$ cat src/rtl/batalha_pkg.sv
// Shared Batalha Naval definitions: ship types, fleet-vector field offsets,
// per-type ship size and the shot-resolver FSM encoding.
package batalha_pkg;

  localparam logic [2:0] PORTA_AVIOES = 3'd0;
  localparam logic [2:0] ENCOURACADO  = 3'd1;
  localparam logic [2:0] HIDROAVIAO   = 3'd2;
  localparam logic [2:0] CRUZADOR     = 3'd3;
  localparam logic [2:0] SUBMARINO    = 3'd4;

  localparam int NUM_SLOTS = 5;
  localparam int TIPO_MSB  = 2;
  localparam int POS_LSB   = 3;   // slot i: x at POS_LSB+8i, y right above it
  localparam int SLOT_BITS = 8;
  localparam int CNT_LSB   = 43;
  localparam int CNT_MSB   = 46;
  localparam int MASK_LSB  = 47;
  localparam int MASK_MSB  = 51;

  typedef logic [2:0] estado_t;

  localparam logic [2:0] IDLE      = 3'd0;
  localparam logic [2:0] LER       = 3'd1;
  localparam logic [2:0] VERIFICAR = 3'd2;
  localparam logic [2:0] ESCREVER  = 3'd3;
  localparam logic [2:0] DONE      = 3'd4;

  function automatic logic [2:0] tam_por_tipo(input logic [2:0] tipo);
    case (tipo)
      PORTA_AVIOES: return 3'd5;
      ENCOURACADO:  return 3'd4;
      HIDROAVIAO:   return 3'd3;
      CRUZADOR:     return 3'd2;
      SUBMARINO:    return 3'd1;
      default:      return 3'd0;
    endcase
  endfunction

endpackage

$ cat src/rtl/verificador_tiro_if.sv
// Request/memory/result bundle of the shot resolver. fim_jogo exists only
// when VERIFICADOR_TIRO_FROTA_EN is defined.
interface verificador_tiro_if;

  logic        start;
  logic [3:0]  x;
  logic [3:0]  y;
  logic        jogador;
  logic [63:0] vetor_leitura;
  logic [4:0]  read_addr;
  logic [4:0]  write_addr;
  logic [63:0] vetor_escrita;
  logic        wrep1;
  logic        wrep2;
  logic        ocupado;
  logic        ready;
  logic        acerto;
  logic        afundou;
  logic        repetido;
  logic        invalido;
`ifdef VERIFICADOR_TIRO_FROTA_EN
  logic        fim_jogo;
`endif

  modport master (
    output start, x, y, jogador, vetor_leitura,
    input  read_addr, write_addr, vetor_escrita, wrep1, wrep2,
    input  ocupado, ready, acerto, afundou, repetido, invalido
`ifdef VERIFICADOR_TIRO_FROTA_EN
    , input fim_jogo
`endif
  );

  modport slave (
    input  start, x, y, jogador, vetor_leitura,
    output read_addr, write_addr, vetor_escrita, wrep1, wrep2,
    output ocupado, ready, acerto, afundou, repetido, invalido
`ifdef VERIFICADOR_TIRO_FROTA_EN
    , output fim_jogo
`endif
  );

endinterface

$ cat src/rtl/comparador_slots.sv
// Combinational match of a shot coordinate against the valid slots of one
// fleet vector; reports the first matching slot and whether it was already hit.
module comparador_slots
  import batalha_pkg::*;
(
  input  logic [63:0] vetor,
  input  logic [3:0]  x,
  input  logic [3:0]  y,
  output logic        match,
  output logic [2:0]  slot,
  output logic        ja_acertado
);

  logic [NUM_SLOTS-1:0] igual;
  logic [2:0]           tam;
  logic                 vazio;
  logic                 unused_bits;

  assign tam         = tam_por_tipo(vetor[TIPO_MSB:0]);
  assign vazio       = (vetor[CNT_MSB:CNT_LSB] == 4'd0) && (vetor[MASK_MSB:MASK_LSB] == 5'd0);
  assign unused_bits = ^vetor[63:52];

  // Slots beyond the ship size may hold stale coordinates and must never match.
  for (genvar gi = 0; gi < NUM_SLOTS; gi++) begin : g_slot
    assign igual[gi] = !vazio && (3'(gi) < tam)
                    && (vetor[POS_LSB + SLOT_BITS*gi +: 4] == x)
                    && (vetor[POS_LSB + SLOT_BITS*gi + 4 +: 4] == y);
  end

  always_comb begin
    match = 1'b0;
    slot  = 3'd0;
    for (int i = NUM_SLOTS - 1; i >= 0; i--) begin
      if (igual[i]) begin
        match = 1'b1;
        slot  = 3'(i);
      end
    end
  end

  assign ja_acertado = match && vetor[MASK_LSB + int'(slot)];

endmodule

$ cat src/rtl/verificador_tiro.sv
// Shot resolver: scans a player's fleet memory, writes back the hit vector and
// reports the result. VERIFICADOR_TIRO_FROTA_EN adds sunk counters and fim_jogo.
module verificador_tiro
  import batalha_pkg::*;
#(
  parameter int NUM_ENTRADAS  = 11,
  parameter int TAM_TABULEIRO = 10
) (
  input logic               clk,
  input logic               rst_n,
  verificador_tiro_if.slave bus
);

  localparam logic [4:0] IDX_ULTIMO = 5'(NUM_ENTRADAS - 1);
  localparam logic [4:0] LIMITE     = 5'(TAM_TABULEIRO);

  estado_t     estado_reg;
  logic [4:0]  idx_reg;
  logic [4:0]  write_addr_reg;
  logic [3:0]  x_reg;
  logic [3:0]  y_reg;
  logic        jogador_reg;
  logic [63:0] vetor_escrita_reg;
  logic        acerto_reg;
  logic        afundou_reg;
  logic        repetido_reg;
  logic        invalido_reg;

  logic        match;
  logic [2:0]  slot;
  logic        ja_acertado;
  logic [3:0]  cnt_atual;
  logic [63:0] vetor_next;
  logic        coord_invalida;
  logic        pronto;
  logic        afunda_agora;

  comparador_slots u_comparador (
    .vetor       (bus.vetor_leitura),
    .x           (x_reg),
    .y           (y_reg),
    .match       (match),
    .slot        (slot),
    .ja_acertado (ja_acertado)
  );

  assign cnt_atual      = bus.vetor_leitura[CNT_MSB:CNT_LSB];
  assign coord_invalida = ({1'b0, bus.x} >= LIMITE) || ({1'b0, bus.y} >= LIMITE);
  assign afunda_agora   = (estado_reg == ESCREVER) && (vetor_escrita_reg[CNT_MSB:CNT_LSB] == 4'd0);

  // Saturating decrement keeps a corrupt zero count from wrapping to 15.
  always_comb begin
    vetor_next = bus.vetor_leitura;
    vetor_next[MASK_LSB + int'(slot)] = 1'b1;
    vetor_next[CNT_MSB:CNT_LSB] = (cnt_atual == 4'd0) ? 4'd0 : cnt_atual - 4'd1;
  end

  always_ff @(posedge clk or negedge rst_n) begin
    if (!rst_n) begin
      estado_reg        <= IDLE;
      idx_reg           <= '0;
      write_addr_reg    <= '0;
      x_reg             <= '0;
      y_reg             <= '0;
      jogador_reg       <= 1'b0;
      vetor_escrita_reg <= '0;
      acerto_reg        <= 1'b0;
      afundou_reg       <= 1'b0;
      repetido_reg      <= 1'b0;
      invalido_reg      <= 1'b0;
    end else begin
      case (estado_reg)
        IDLE: begin
          if (bus.start) begin
            x_reg        <= bus.x;
            y_reg        <= bus.y;
            jogador_reg  <= bus.jogador;
            idx_reg      <= '0;
            acerto_reg   <= 1'b0;
            afundou_reg  <= 1'b0;
            repetido_reg <= 1'b0;
            invalido_reg <= coord_invalida;
            estado_reg   <= coord_invalida ? DONE : LER;
          end
        end
        LER: estado_reg <= VERIFICAR;
        VERIFICAR: begin
          if (match) begin
            if (ja_acertado) begin
              repetido_reg <= 1'b1;
              estado_reg   <= DONE;
            end else begin
              vetor_escrita_reg <= vetor_next;
              write_addr_reg    <= idx_reg;
              estado_reg        <= ESCREVER;
            end
          end else if (idx_reg == IDX_ULTIMO) begin
            estado_reg <= DONE;
          end else begin
            idx_reg    <= idx_reg + 5'd1;
            estado_reg <= LER;
          end
        end
        ESCREVER: begin
          acerto_reg  <= 1'b1;
          afundou_reg <= afunda_agora;
          estado_reg  <= DONE;
        end
        DONE:    estado_reg <= IDLE;
        default: estado_reg <= IDLE;
      endcase
    end
  end

  assign pronto            = (estado_reg == DONE);
  assign bus.ready         = pronto;
  assign bus.ocupado       = (estado_reg != IDLE);
  assign bus.read_addr     = idx_reg;
  assign bus.write_addr    = write_addr_reg;
  assign bus.vetor_escrita = vetor_escrita_reg;
  assign bus.wrep1         = (estado_reg == ESCREVER) && !jogador_reg;
  assign bus.wrep2         = (estado_reg == ESCREVER) && jogador_reg;
  // Flags are held internally but only shown during the ready pulse.
  assign bus.acerto        = pronto && acerto_reg;
  assign bus.afundou       = pronto && afundou_reg;
  assign bus.repetido      = pronto && repetido_reg;
  assign bus.invalido      = pronto && invalido_reg;

`ifdef VERIFICADOR_TIRO_FROTA_EN
  localparam logic [3:0] FROTA_TOTAL = 4'(NUM_ENTRADAS);

  logic [1:0] fim_jogador;

  for (genvar gi = 0; gi < 2; gi++) begin : g_frota
    logic [3:0] afundados_reg;

    always_ff @(posedge clk or negedge rst_n) begin
      if (!rst_n)
        afundados_reg <= '0;
      else if (afunda_agora && (jogador_reg == 1'(gi)) && (afundados_reg != FROTA_TOTAL))
        afundados_reg <= afundados_reg + 4'd1;
    end

    assign fim_jogador[gi] = (afundados_reg == FROTA_TOTAL);
  end

  assign bus.fim_jogo = |fim_jogador;
`endif

endmodule

$ cat src/flat_wrapper.sv
// flat-port wrapper written by rule: the top's interface ports become plain ports
module verificador_tiro_flat import batalha_pkg::*;
#(
  parameter int NUM_ENTRADAS  = 11,
  parameter int TAM_TABULEIRO = 10
)
  (clk, rst_n, bus_start, bus_x, bus_y, bus_jogador, bus_vetor_leitura, bus_read_addr, bus_write_addr, bus_vetor_escrita, bus_wrep1, bus_wrep2, bus_ocupado, bus_ready, bus_acerto, bus_afundou, bus_repetido, bus_invalido);
  verificador_tiro_if bus_i ();
  input logic clk;
  input logic rst_n;
  input wire logic [$bits(bus_i.start)-1:0] bus_start;
  input wire logic [$bits(bus_i.x)-1:0] bus_x;
  input wire logic [$bits(bus_i.y)-1:0] bus_y;
  input wire logic [$bits(bus_i.jogador)-1:0] bus_jogador;
  input wire logic [$bits(bus_i.vetor_leitura)-1:0] bus_vetor_leitura;
  output wire logic [$bits(bus_i.read_addr)-1:0] bus_read_addr;
  output wire logic [$bits(bus_i.write_addr)-1:0] bus_write_addr;
  output wire logic [$bits(bus_i.vetor_escrita)-1:0] bus_vetor_escrita;
  output wire logic [$bits(bus_i.wrep1)-1:0] bus_wrep1;
  output wire logic [$bits(bus_i.wrep2)-1:0] bus_wrep2;
  output wire logic [$bits(bus_i.ocupado)-1:0] bus_ocupado;
  output wire logic [$bits(bus_i.ready)-1:0] bus_ready;
  output wire logic [$bits(bus_i.acerto)-1:0] bus_acerto;
  output wire logic [$bits(bus_i.afundou)-1:0] bus_afundou;
  output wire logic [$bits(bus_i.repetido)-1:0] bus_repetido;
  output wire logic [$bits(bus_i.invalido)-1:0] bus_invalido;
  assign bus_i.start = bus_start;
  assign bus_i.x = bus_x;
  assign bus_i.y = bus_y;
  assign bus_i.jogador = bus_jogador;
  assign bus_i.vetor_leitura = bus_vetor_leitura;
  assign bus_read_addr = bus_i.read_addr;
  assign bus_write_addr = bus_i.write_addr;
  assign bus_vetor_escrita = bus_i.vetor_escrita;
  assign bus_wrep1 = bus_i.wrep1;
  assign bus_wrep2 = bus_i.wrep2;
  assign bus_ocupado = bus_i.ocupado;
  assign bus_ready = bus_i.ready;
  assign bus_acerto = bus_i.acerto;
  assign bus_afundou = bus_i.afundou;
  assign bus_repetido = bus_i.repetido;
  assign bus_invalido = bus_i.invalido;
  verificador_tiro #(.NUM_ENTRADAS(NUM_ENTRADAS), .TAM_TABULEIRO(TAM_TABULEIRO)) u_core (.clk(clk), .rst_n(rst_n), .bus(bus_i));
endmodule
$ cat config.mk
export PLATFORM = sky130hd
export DESIGN_NAME = verificador_tiro_flat
export DESIGN_NICKNAME = d
export VERILOG_FILES = /design/src/rtl/batalha_pkg.sv /design/src/rtl/verificador_tiro_if.sv /design/src/rtl/comparador_slots.sv /design/src/rtl/verificador_tiro.sv /design/src/flat_wrapper.sv
export SDC_FILE = /design/constraint.sdc
export NUM_CORES = 1
export LEC_CHECK = 0
export ABC_CLOCK_PERIOD_IN_PS = 5500
export CORE_MARGIN = 2
export CORE_UTILIZATION = 25
export CTS_CLUSTER_DIAMETER = 60
export DETAILED_ROUTE_END_ITERATION = 8
export GPL_ROUTABILITY_DRIVEN = 1
export GPL_TIMING_DRIVEN = 0
export HOLD_SLACK_MARGIN = 0.15
export PLACE_DENSITY = 0.52
export SYNTH_ARGS = -nofsm -noshare
export SYNTH_HDL_FRONTEND = slang
export SYNTH_SLANG_ARGS = --single-unit
$ cat constraint.sdc
create_clock -name clk -period 5.5 [get_ports clk]
set_input_delay 0.825 -clock clk [delete_from_list [all_inputs] [get_ports clk]]
set_output_delay 0.825 -clock clk [all_outputs]
set_load 0.005 [all_outputs]
==> results of run 1 <==
-- cell type report --
class | instances | share of cell area
tap | 270 | 0.04556
timing repair buffer | 158 | 0.2153
buffer | 27 | 0.02092
clock buffer | 11 | 0.03274
clock inverter | 5 | 0.009112
inverter | 33 | 0.01671
sequential | 90 | 0.3037
multi-input combinational | 334 | 0.3559
-- routing by layer --
layer  share of wire  GRT usage  vias up
met1            0.43     0.1986     2141
met5               0          0        -
li1                -          -     2060
met2            0.48     0.2586      162
met4           0.014    0.04038        0
met3           0.080    0.04938       15
-- synthesized netlist by cell type (all sizes together), types with 7 or more instances --
master	count	area (µm²)
nor2	29	108.9
nand2	12	45.04
nand3	15	80.08
mux2i	32	320.3
a31oi	11	81.32
xor2	24	210.2
inv	33	123.9
buf	18	120.1
clkbuf	10	37.54
a21oi	32	163.9
and2	10	62.56
mux2	55	619.4
nor3	10	50.05
dfrtp	90	2252
xnor2	19	166.4
o21ai	12	60.06
ha	7	87.58
-- power by group through the flow --
stage,registers (W),logic [W],clock network [W]
2_1_floorplan,0.000812,0.000475,0
3_3_place_gp,0.000817,0.000813,0
3_5_place_dp,0.000821,0.000825,0
4_1_cts,0.000809,0.000830,0.000679
5_1_grt,0.000821,0.000899,0.000709
6_report,0.000807,0.000820,0.000659
-- worst paths after layout --
check	endpoint	slack, ps	depth (start not counted)
worst max-delay path	u_core.bus.vetor_escrita[10]	280	17
worst min-delay path	u_core.bus.write_addr[2]	470	1
worst max register to register	u_core.bus.vetor_escrita[10]	630	17
worst min register to register	u_core.bus.vetor_escrita[8]	500	1
max in group asynchronous	u_core.bus.vetor_escrita[32]	4360	2
min in group clk	u_core.bus.vetor_escrita[8]	500	1
-- stage by stage --
| step | TNS, ps | area [µm²] | utilization |
|---|---|---|---|
| 6_report | 0 | 7415 | 0.3676 |
| 5_1_grt | 0 | 7415 | 0.3676 |
| 4_1_cts | 0 | 7390 | 0.3664 |
| 3_5_place_dp | -49440 | 7056 | 0.3498 |
| 3_3_place_gp | -48830 | 7030 | 0.3486 |
| 2_1_floorplan | 0 | 5121 | - |
-- kinds of logic (layout without fill, tap and decap cells) --
| family | Yosys count | count (layout) |
|---|---|---|
| AO/OA/AOI/OAI | 92 | 92 |
| XOR/XNOR | 43 | 43 |
| adder cells (fa/ha/maj) | 7 | 7 |
| buffers and inverters | 61 | 234 |
| flip-flops | 90 | 90 |
| multiplexers | 87 | 87 |
| AND/OR/NAND/NOR | 105 | 105 |
==> results by group, run 1 <==
Clock tree
  • Resized cells post-CTS: 6
  • Reg clk slew, reported paths: 70 ps
  • Max Root-Sink Buffers: 2
  • Root buf cell: clkbuf_16
  • CTS tree: done
  • TritonCTS sink count: 90
  • Post-CTS setup buffers: 0
  • Hold Buf Count CTS: 0
  • H-tree Lvls: 3
  • Inserted Clock Buffers: 9
  • Clock network latency to the later pin of the worst-skew pair: 350 ps

Power
  • Tot Pwr: 0.002286 W
  • Gate power share: 0.359
  • Int Pwr: 0.001539 W
  • Sequential power share: 0.353
  • Clock power frac: 0.288
  • Peak supply drop: 0.1640 mV
  • Lkg Pwr: 3.233 nW
  • Pwr dens: 308.2 nW/µm²
  • Net Switching: 0.0007467 W
  • Sw Share: 0.3267

Layout
  • Antenna cells: 0
  • Sequential cell area: 2252 µm²
  • Filler cells: 2025
  • Area Growth Syn to Fin: 44.78%
  • Fin nets: 736
  • Commonest non-fill, non-tap cell in the layout: clkdlybuf4s50_1
  • Layout Cells excl Fill: 928
  • Most frequent cells in the layout: clkdlybuf4s50_1, dfrtp_1, mux2_2
  • Max reg flops: 64
  • Layout cells sized above 1: 0.1505
  • Multi-input gate area: 2639 µm²

Timing
  • RSZ-0062 raised after global routing: false
  • Period utilization: 0.9496
  • Minimum clock period: 5223 ps
  • Worst-Margin Slew: 581.8 ps
  • Setup violators final: 0
  • Final setup margin: 277.1 ps
  • Clock Skew: 15.59 ps
  • Final hold vios: 0
  • Worst slew margin: 0.6122
  • Slew Limit Fails: 0
  • FMAX: 0.1915 GHz
  • Hold WS: 468.7 ps

Global routing
  • Vias in the first global route: 4619
  • Global-route usage over all layers: 0.1564
  • Global-route wire length before repair: 26080 µm
  • Initial antenna violation count: 0
  • Global route overflow: 0
  • Largest net degree at the start of global routing: 49

Setup path
  • Worst r2r src: u_core.y_reg[3]
  • Worst EP arrival: 5460 ps
  • CP startpoint kind: input pin
  • Buffers plus inverters on the worst setup path: 4
  • Setup crit end kind: flop
  • CP Cell Sequence: clkdlybuf4s50_1 > xor2_1 > nor3_1 > nand3_1 > nand2_2 > nor2_2 > ha_1 > clkbuf_1 > clkbuf_2 > mux2i_1 > mux2i_1 > o211a_1 > a2111oi_2 > a211oi_2 > nor2_2 > buf_4 > mux2_2
  • Crit Path Max Fanout: 10
  • Crit-path max cell delay: 470 ps
  • CP required: 5740 ps
  • CP startpoint: bus_vetor_leitura[10]
  • Slowest-stage cell, CP: clkdlybuf4s50_1
  • Delay-heaviest family, CP: simple AND/OR/NAND/NOR gates
  • WS Path Type: in2reg

Floorplan
  • Effective utilization at floorplan: 0.2539
  • Core area: 20170 µm²
  • # IOs: 158
  • Row cnt: 52
  • Die extent in x: 147.1 µm
  • Die Y-Extent: 147.1 µm
  • Die Footprint: 21650 µm²

Placed design
  • # port buffers: 157
  • DP Cell Count: 913
  • Pre-CTS setup slack: -877.9 ps
  • Post-DP HPWL: 13220 µm
  • RePlAce Congestion: 0.8470

Synthesis
  • Cell variety after synth: 61
  • EDFF count, synth: 0
  • Top FF cell, synth: dfrtp_1
  • Xor/xnor share of the synthesized area: 0.07354
  • Synth Area in Adders: 0.01710
  • Syn avg cell area: 10.56 µm²
  • Main combinational cell family by area after synthesis: multiplexers
  • Syn Std Cell Area: 5121 µm²
  • Asr flop ratio synth: 1.000
  • Compound-Gate Fraction of Synth Area: 0.1226
  • Syn Inst Count: 485
  • Net Count, Synth: 568
  • Post-Synth Simple-Gate Area: 0.1085
  • Synthesized flop and latch total: 90
  • Synth warnings: 0
  • Post-synthesis sequential area ratio: 0.4398
  • Multiplexer share of the synthesized area: 0.1835

Detailed routing
  • Via Count: 4378
  • Number of routed nets with antenna violations: 0
  • DRC: 0
  • Vias per cell: 4.718
  • WL per Instance: 18.11 µm
  • First drt pass iteration count: 5
  • Routed WL: 16800 µm
  • Drt initial violations: 299

Min path
  • HP Class: in2async

Flow run
  • # Max-Cap Violations: 0

Run status
  • Status: finished, final reports clean
(Power assumes the default switching activity.)
==> run 2, diff against run 1 <==
- CELL_PAD_IN_SITES_DETAIL_PLACEMENT: unset -> 0
- CELL_PAD_IN_SITES_GLOBAL_PLACEMENT: unset -> 1
- PLACE_DENSITY: 0.52 -> 0.64
==> run 2 against run 1 <==
Net effect:
- wire length is 2.8% higher
- combinational power is essentially flat
- clock-buffer cell count is 1 lower
- non-clock buffer count stayed put
- fmax is essentially flat
- register-to-register slack improved by 60 ps
- via count down 0.41%
- hold slack got worse by 48 ps
- critical path type unchanged
==> results by group, run 2 (synthesis results as in run 1) <==
Clock tree
  • Hold Buf Count CTS: 0
  • Reg clk slew, reported paths: 70 ps
  • Post-CTS setup buffers: 0
  • TritonCTS sink count: 90
  • Root buf cell: clkbuf_16
  • H-tree Lvls: 3
  • Inserted Clock Buffers: 9
  • CTS tree: done
  • Clock network latency to the later pin of the worst-skew pair: 350 ps
  • Max Root-Sink Buffers: 2

Detailed routing
  • WL per Instance: 18.61 µm
  • Drt initial violations: 199
  • Routed WL: 17270 µm
  • First drt pass iteration count: 4
  • Number of routed nets with antenna violations: 0
  • Vias per cell: 4.698
  • Via Count: 4360
  • DRC: 0

Global routing
  • Global-route usage over all layers: 0.1638
  • Global route overflow: 0
  • Vias in the first global route: 4642
  • Global-route wire length before repair: 27150 µm
  • Initial antenna violation count: 0
  • Largest net degree at the start of global routing: 60

Floorplan
  • Effective utilization at floorplan: 0.2539
  • Die Footprint: 21650 µm²
  • # IOs: 158
  • Die Y-Extent: 147.1 µm
  • Die extent in x: 147.1 µm
  • Row cnt: 52
  • Core area: 20170 µm²

Setup path
  • Buffers plus inverters on the worst setup path: 5
  • CP startpoint kind: input pin
  • CP required: 5730 ps
  • Cell count along the critical path: 20
  • Crit-path max cell delay: 460 ps
  • Worst EP arrival: 5450 ps
  • Reg2Reg Setup Slack: 690 ps
  • CP Cell Sequence: clkdlybuf4s50_1 > xor2_1 > nor4_2 > and3_1 > buf_4 > a21oi_2 > nor2_2 > inv_1 > ha_1 > ha_4 > nand2_1 > a211oi_1 > a41oi_1 > a31o_2 > a32o_1 > a211oi_2 > or2_1 > buf_4 > buf_6 > mux2_1
  • Crit Path Max Fanout: 10
  • Setup crit end kind: flop
  • R2R depth: 20
  • Reg2Reg Capture Point: u_core.bus.vetor_escrita[6]
  • Delay-heaviest family, CP: compound AO/OA/AOI/OAI gates
  • Worst r2r src: u_core.x_reg[0]
  • Most frequent CP cell: buf_4
  • Slowest-stage cell, CP: clkdlybuf4s50_1
  • WS Path Type: in2reg

Timing
  • Period utilization: 0.9490
  • Clock Skew: 7.866 ps
  • Setup violators final: 0
  • Minimum clock period: 5219 ps
  • Final hold vios: 0
  • Final setup margin: 280.6 ps
  • Post-route setup TNS: 0 ps
  • Worst slew margin: 0.6239
  • FMAX: 0.1916 GHz
  • Worst-Margin Slew: 564.1 ps
  • Slew Limit Fails: 0
  • RSZ-0062 raised after global routing: false

Placed design
  • Pre-CTS setup slack: -886.5 ps
  • Post-DP HPWL: 13280 µm
  • # port buffers: 157
  • DP Cell Count: 913
  • RePlAce Congestion: 0.8491
  • DP Area: 7056 µm²

Layout
  • Final core occ: 0.3665
  • Area Growth Syn to Fin: 44.34%
  • Layout cells sized above 1: 0.1535
  • Most frequent cells in the layout: clkdlybuf4s50_1, dfrtp_1, mux2_2
  • Commonest non-fill, non-tap cell in the layout: clkdlybuf4s50_1
  • Finished Cell Area: 7392 µm²
  • Antenna cells: 0
  • Max reg flops: 64
  • Layout Cells excl Fill: 928
  • Fin nets: 736

Flow run
  • # Max-Cap Violations: 0

Min path
  • HP Class: in2async

Power
  • Sequential power share: 0.361
  • Sw Share: 0.3319
  • Pwr dens: 301.5 nW/µm²
  • Lkg Pwr: 3.220 nW
  • Peak supply drop: 0.1422 mV
  • Gate power share: 0.367
  • Net Switching: 0.0007397 W
  • Int Pwr: 0.001489 W
  • Clock power frac: 0.271

Run status
  • Status: finished, final reports clean
[run 2: routing by layer]
layer  track usage  wire length [µm]  up-vias
li1              -                 -     2055
met5             0                 0        -
met3       0.05031              1252       18
met2        0.2561              7852      145
met4       0.05144               245        0
met1        0.2175              7918     2142
[run 2: through the flow]
| step | hold WS [ps] | power (W) |
|---|---|---|
| 2_1_floorplan | 469.1 | 0.001287 |
| 3_3_place_gp | 467.8 | 0.001627 |
| 3_5_place_dp | 473.7 | 0.001643 |
| 4_1_cts | 426.5 | 0.002267 |
| 5_1_grt | 447.1 | 0.002380 |
| 6_report | 420.6 | 0.002229 |
[run 2: area by class of cell]
| type | instances | area (µm²) |
|---|---|---|
| fillers | 2032 | 12780 |
| plain buffers | 27 | 156.4 |
| flip-flops and latches | 90 | 2252 |
| clock inverters | 6 | 46.29 |
| repair buffers | 158 | 1597 |
| multi-input cells | 334 | 2640 |
| well taps | 270 | 337.8 |
| inverters | 33 | 123.9 |
| clock buffers | 10 | 239.0 |
[run 2: worst max-delay path by stage]
| stage | start | endpoint |
|---|---|---|
| 2_1_floorplan | bus_vetor_leitura[30] | u_core.bus.vetor_escrita[4] |
| 3_3_place_gp | bus_vetor_leitura[47] | u_core.bus.vetor_escrita[60] |
| 3_5_place_dp | bus_vetor_leitura[47] | u_core.bus.vetor_escrita[29] |
| 6_report | bus_vetor_leitura[30] | u_core.bus.vetor_escrita[6] |
| 5_1_grt | bus_vetor_leitura[26] | u_core.bus.vetor_escrita[8] |
| 4_1_cts | bus_vetor_leitura[30] | u_core.bus.vetor_escrita[6] |
[run 2: power groups by stage]
stage | logic [W] | registers, W | clock network (W)
3_5_place_dp | 0.000825 | 0.000818 | 0
6_report | 0.000819 | 0.000805 | 0.000605
5_1_grt | 0.000906 | 0.000819 | 0.000655
4_1_cts | 0.000832 | 0.000806 | 0.000629
2_1_floorplan | 0.000475 | 0.000812 | 0
3_3_place_gp | 0.000812 | 0.000815 | 0
[run 2: repair_timing]
action,4_1_cts,5_1_grt
cloned,0,0
resized for setup,7,5
endpoints found under the hold margin,0,0
setup endpoints to repair,70,55
==> run 3, diff against run 2 <==
- CORE_MARGIN: 2 -> 8
==> run 3 against run 2 <==
Net effect:
- clock skew decreased by 0.72 ps
- final area decreased by 0.30%
- wire length increased by 5.8%
==> results by group, run 3 (synthesis results as in run 1) <==
Run status
  • Status: finished, final reports clean

Layout
  • Area Growth Syn to Fin: 43.90%
  • Most frequent cells in the layout: clkdlybuf4s50_1, dfrtp_1, mux2_2
  • Fin nets: 736
  • Antenna cells: 0
  • Layout cells sized above 1: 0.1492
  • Commonest non-fill, non-tap cell in the layout: clkdlybuf4s50_1
  • Max reg flops: 64
  • Finished Cell Area: 7370 µm²
  • Final core occ: 0.3654

Detailed routing
  • Number of routed nets with antenna violations: 0
  • First drt pass iteration count: 5
  • Routed WL: 18270 µm
  • Drt initial violations: 250
  • Via Count: 4381
  • DRC: 0
  • Vias per cell: 4.726
  • WL per Instance: 19.71 µm

Clock tree
  • Max Root-Sink Buffers: 2
  • Hold Buf Count CTS: 0
  • Inserted Clock Buffers: 9
  • Reg clk slew, reported paths: 70 ps
  • Post-CTS setup buffers: 0
  • H-tree Lvls: 3
  • CTS tree: done
  • TritonCTS sink count: 90
  • Clock network latency to the later pin of the worst-skew pair: 350 ps
  • Root buf cell: clkbuf_16

Power
  • Peak supply drop: 0.1499 mV
  • Tot Pwr: 0.002213 W
  • Lkg Pwr: 3.216 nW
  • Pwr dens: 300.3 nW/µm²

Timing
  • Clock Skew: 7.145 ps
  • Worst slew margin: 0.6073
  • Minimum clock period: 5225 ps
  • RSZ-0062 raised after global routing: false
  • FMAX: 0.1914 GHz
  • Final hold vios: 0
  • Setup violators final: 0
  • Period utilization: 0.9500
  • Worst-Margin Slew: 589.1 ps
  • Hold WS: 419.5 ps
  • Slew Limit Fails: 0

Floorplan
  • # IOs: 158
  • Row cnt: 52
  • Die Footprint: 25320 µm²
  • Die extent in x: 159.1 µm
  • Core area: 20170 µm²
  • Effective utilization at floorplan: 0.2539
  • Die Y-Extent: 159.1 µm

Placed design
  • DP Area: 7056 µm²
  • RePlAce Congestion: 0.8413
  • # port buffers: 157
  • Post-DP HPWL: 14310 µm

Global routing
  • Initial antenna violation count: 1
  • Largest net degree at the start of global routing: 60
  • Global route overflow: 0
  • Global-route wire length before repair: 28650 µm
  • Vias in the first global route: 4718
  • Global-route usage over all layers: 0.1448

Min path
  • HP Class: in2async

Setup path
  • WS Path Type: in2reg
  • CP startpoint kind: input pin
  • Crit Path Max Fanout: 10
  • Setup crit end kind: flop
  • Worst EP arrival: 5450 ps
  • CP required: 5730 ps

Flow run
  • # Max-Cap Violations: 0
## run 3: cell count changes in the layout (fill, tap and decap cells not counted), sizes merged
cell,change
clkinvlp,-2
clkbuf,-1
clkinv,+2
## run 3: worst paths after layout
check / cells after the start / slack (ps) / to / from
setup / recovery: 20 / 280 / u_core.bus.vetor_escrita[6] / bus_vetor_leitura[30]
hold / removal: 1 / 420 / u_core.bus.vetor_escrita[57] / rst_n
setup reg to reg: 17 / 640 / u_core.bus.vetor_escrita[6] / u_core.y_reg[3]
hold reg to reg: 1 / 500 / u_core.bus.vetor_escrita[7] / u_core.bus.vetor_escrita[7]
max in group asynchronous: 2 / 4430 / u_core.bus.vetor_escrita[22] / rst_n
min in group clk: 1 / 500 / u_core.bus.vetor_escrita[7] / u_core.bus.vetor_escrita[7]
## run 3: repair_timing
action / in CTS / in global routing
endpoints found under the hold margin: 0 / 0
endpoints found under the setup margin: 69 / 41
gates resized for setup: 6 / 5
## run 3: layout make-up
cell class                      instances  area, µm²
Clock inverter                          6      41.29
Clock buffer                            9      225.2
Multi-Input combinational cell        334       2638
Inverter                               33      123.9
Fill cell                            2067      12800
Tap cell                              270      337.8
Buffer                                 27      155.1
Timing Repair Buffer                  158       1597
Sequential cell                        90       2252
## run 3: per-layer routing
metal / vias to the layer above / track usage / wire length (µm)
met5: - / 0 / 14
met4: 2 / 0.02830 / 141
met3: 11 / 0.05352 / 1380
met2: 154 / 0.2352 / 8526
met1: 2151 / 0.1814 / 8210
li1: 2063 / - / -
## run 3: worst max-delay path, cell delays in order
cell and delay (ps):
clkdlybuf4s50_1 470, xor2_1 160, nor4_1 360, and3_1 210, buf_4 170, a21oi_2 120
nor2_4 180, inv_1 80, ha_1 290, ha_2 470, nand2_1 80, a211oi_1 230
a41oi_1 100, a31o_2 250, a32o_1 220, a211oi_2 300, or2_1 150, buf_4 210
buf_6 200, mux2_1 350
## run 3: metrics by stage
stage	setup slack, ps	instances	TNS [ps]
after floorplan	862.5	485	0
after global placement	-951.5	912	-55030
after detailed placement	-868.5	913	-47790
after CTS	80.56	927	0
after global routing	40.67	927	0
final	275.1	927	0
## run 3: where the power goes
part | total, W | switching, W | internal (W)
sequential | 0.000805 | 0.0000481 | 0.000757
clock | 0.000581 | 0.000274 | 0.000306
combinational | 0.000827 | 0.000419 | 0.000408
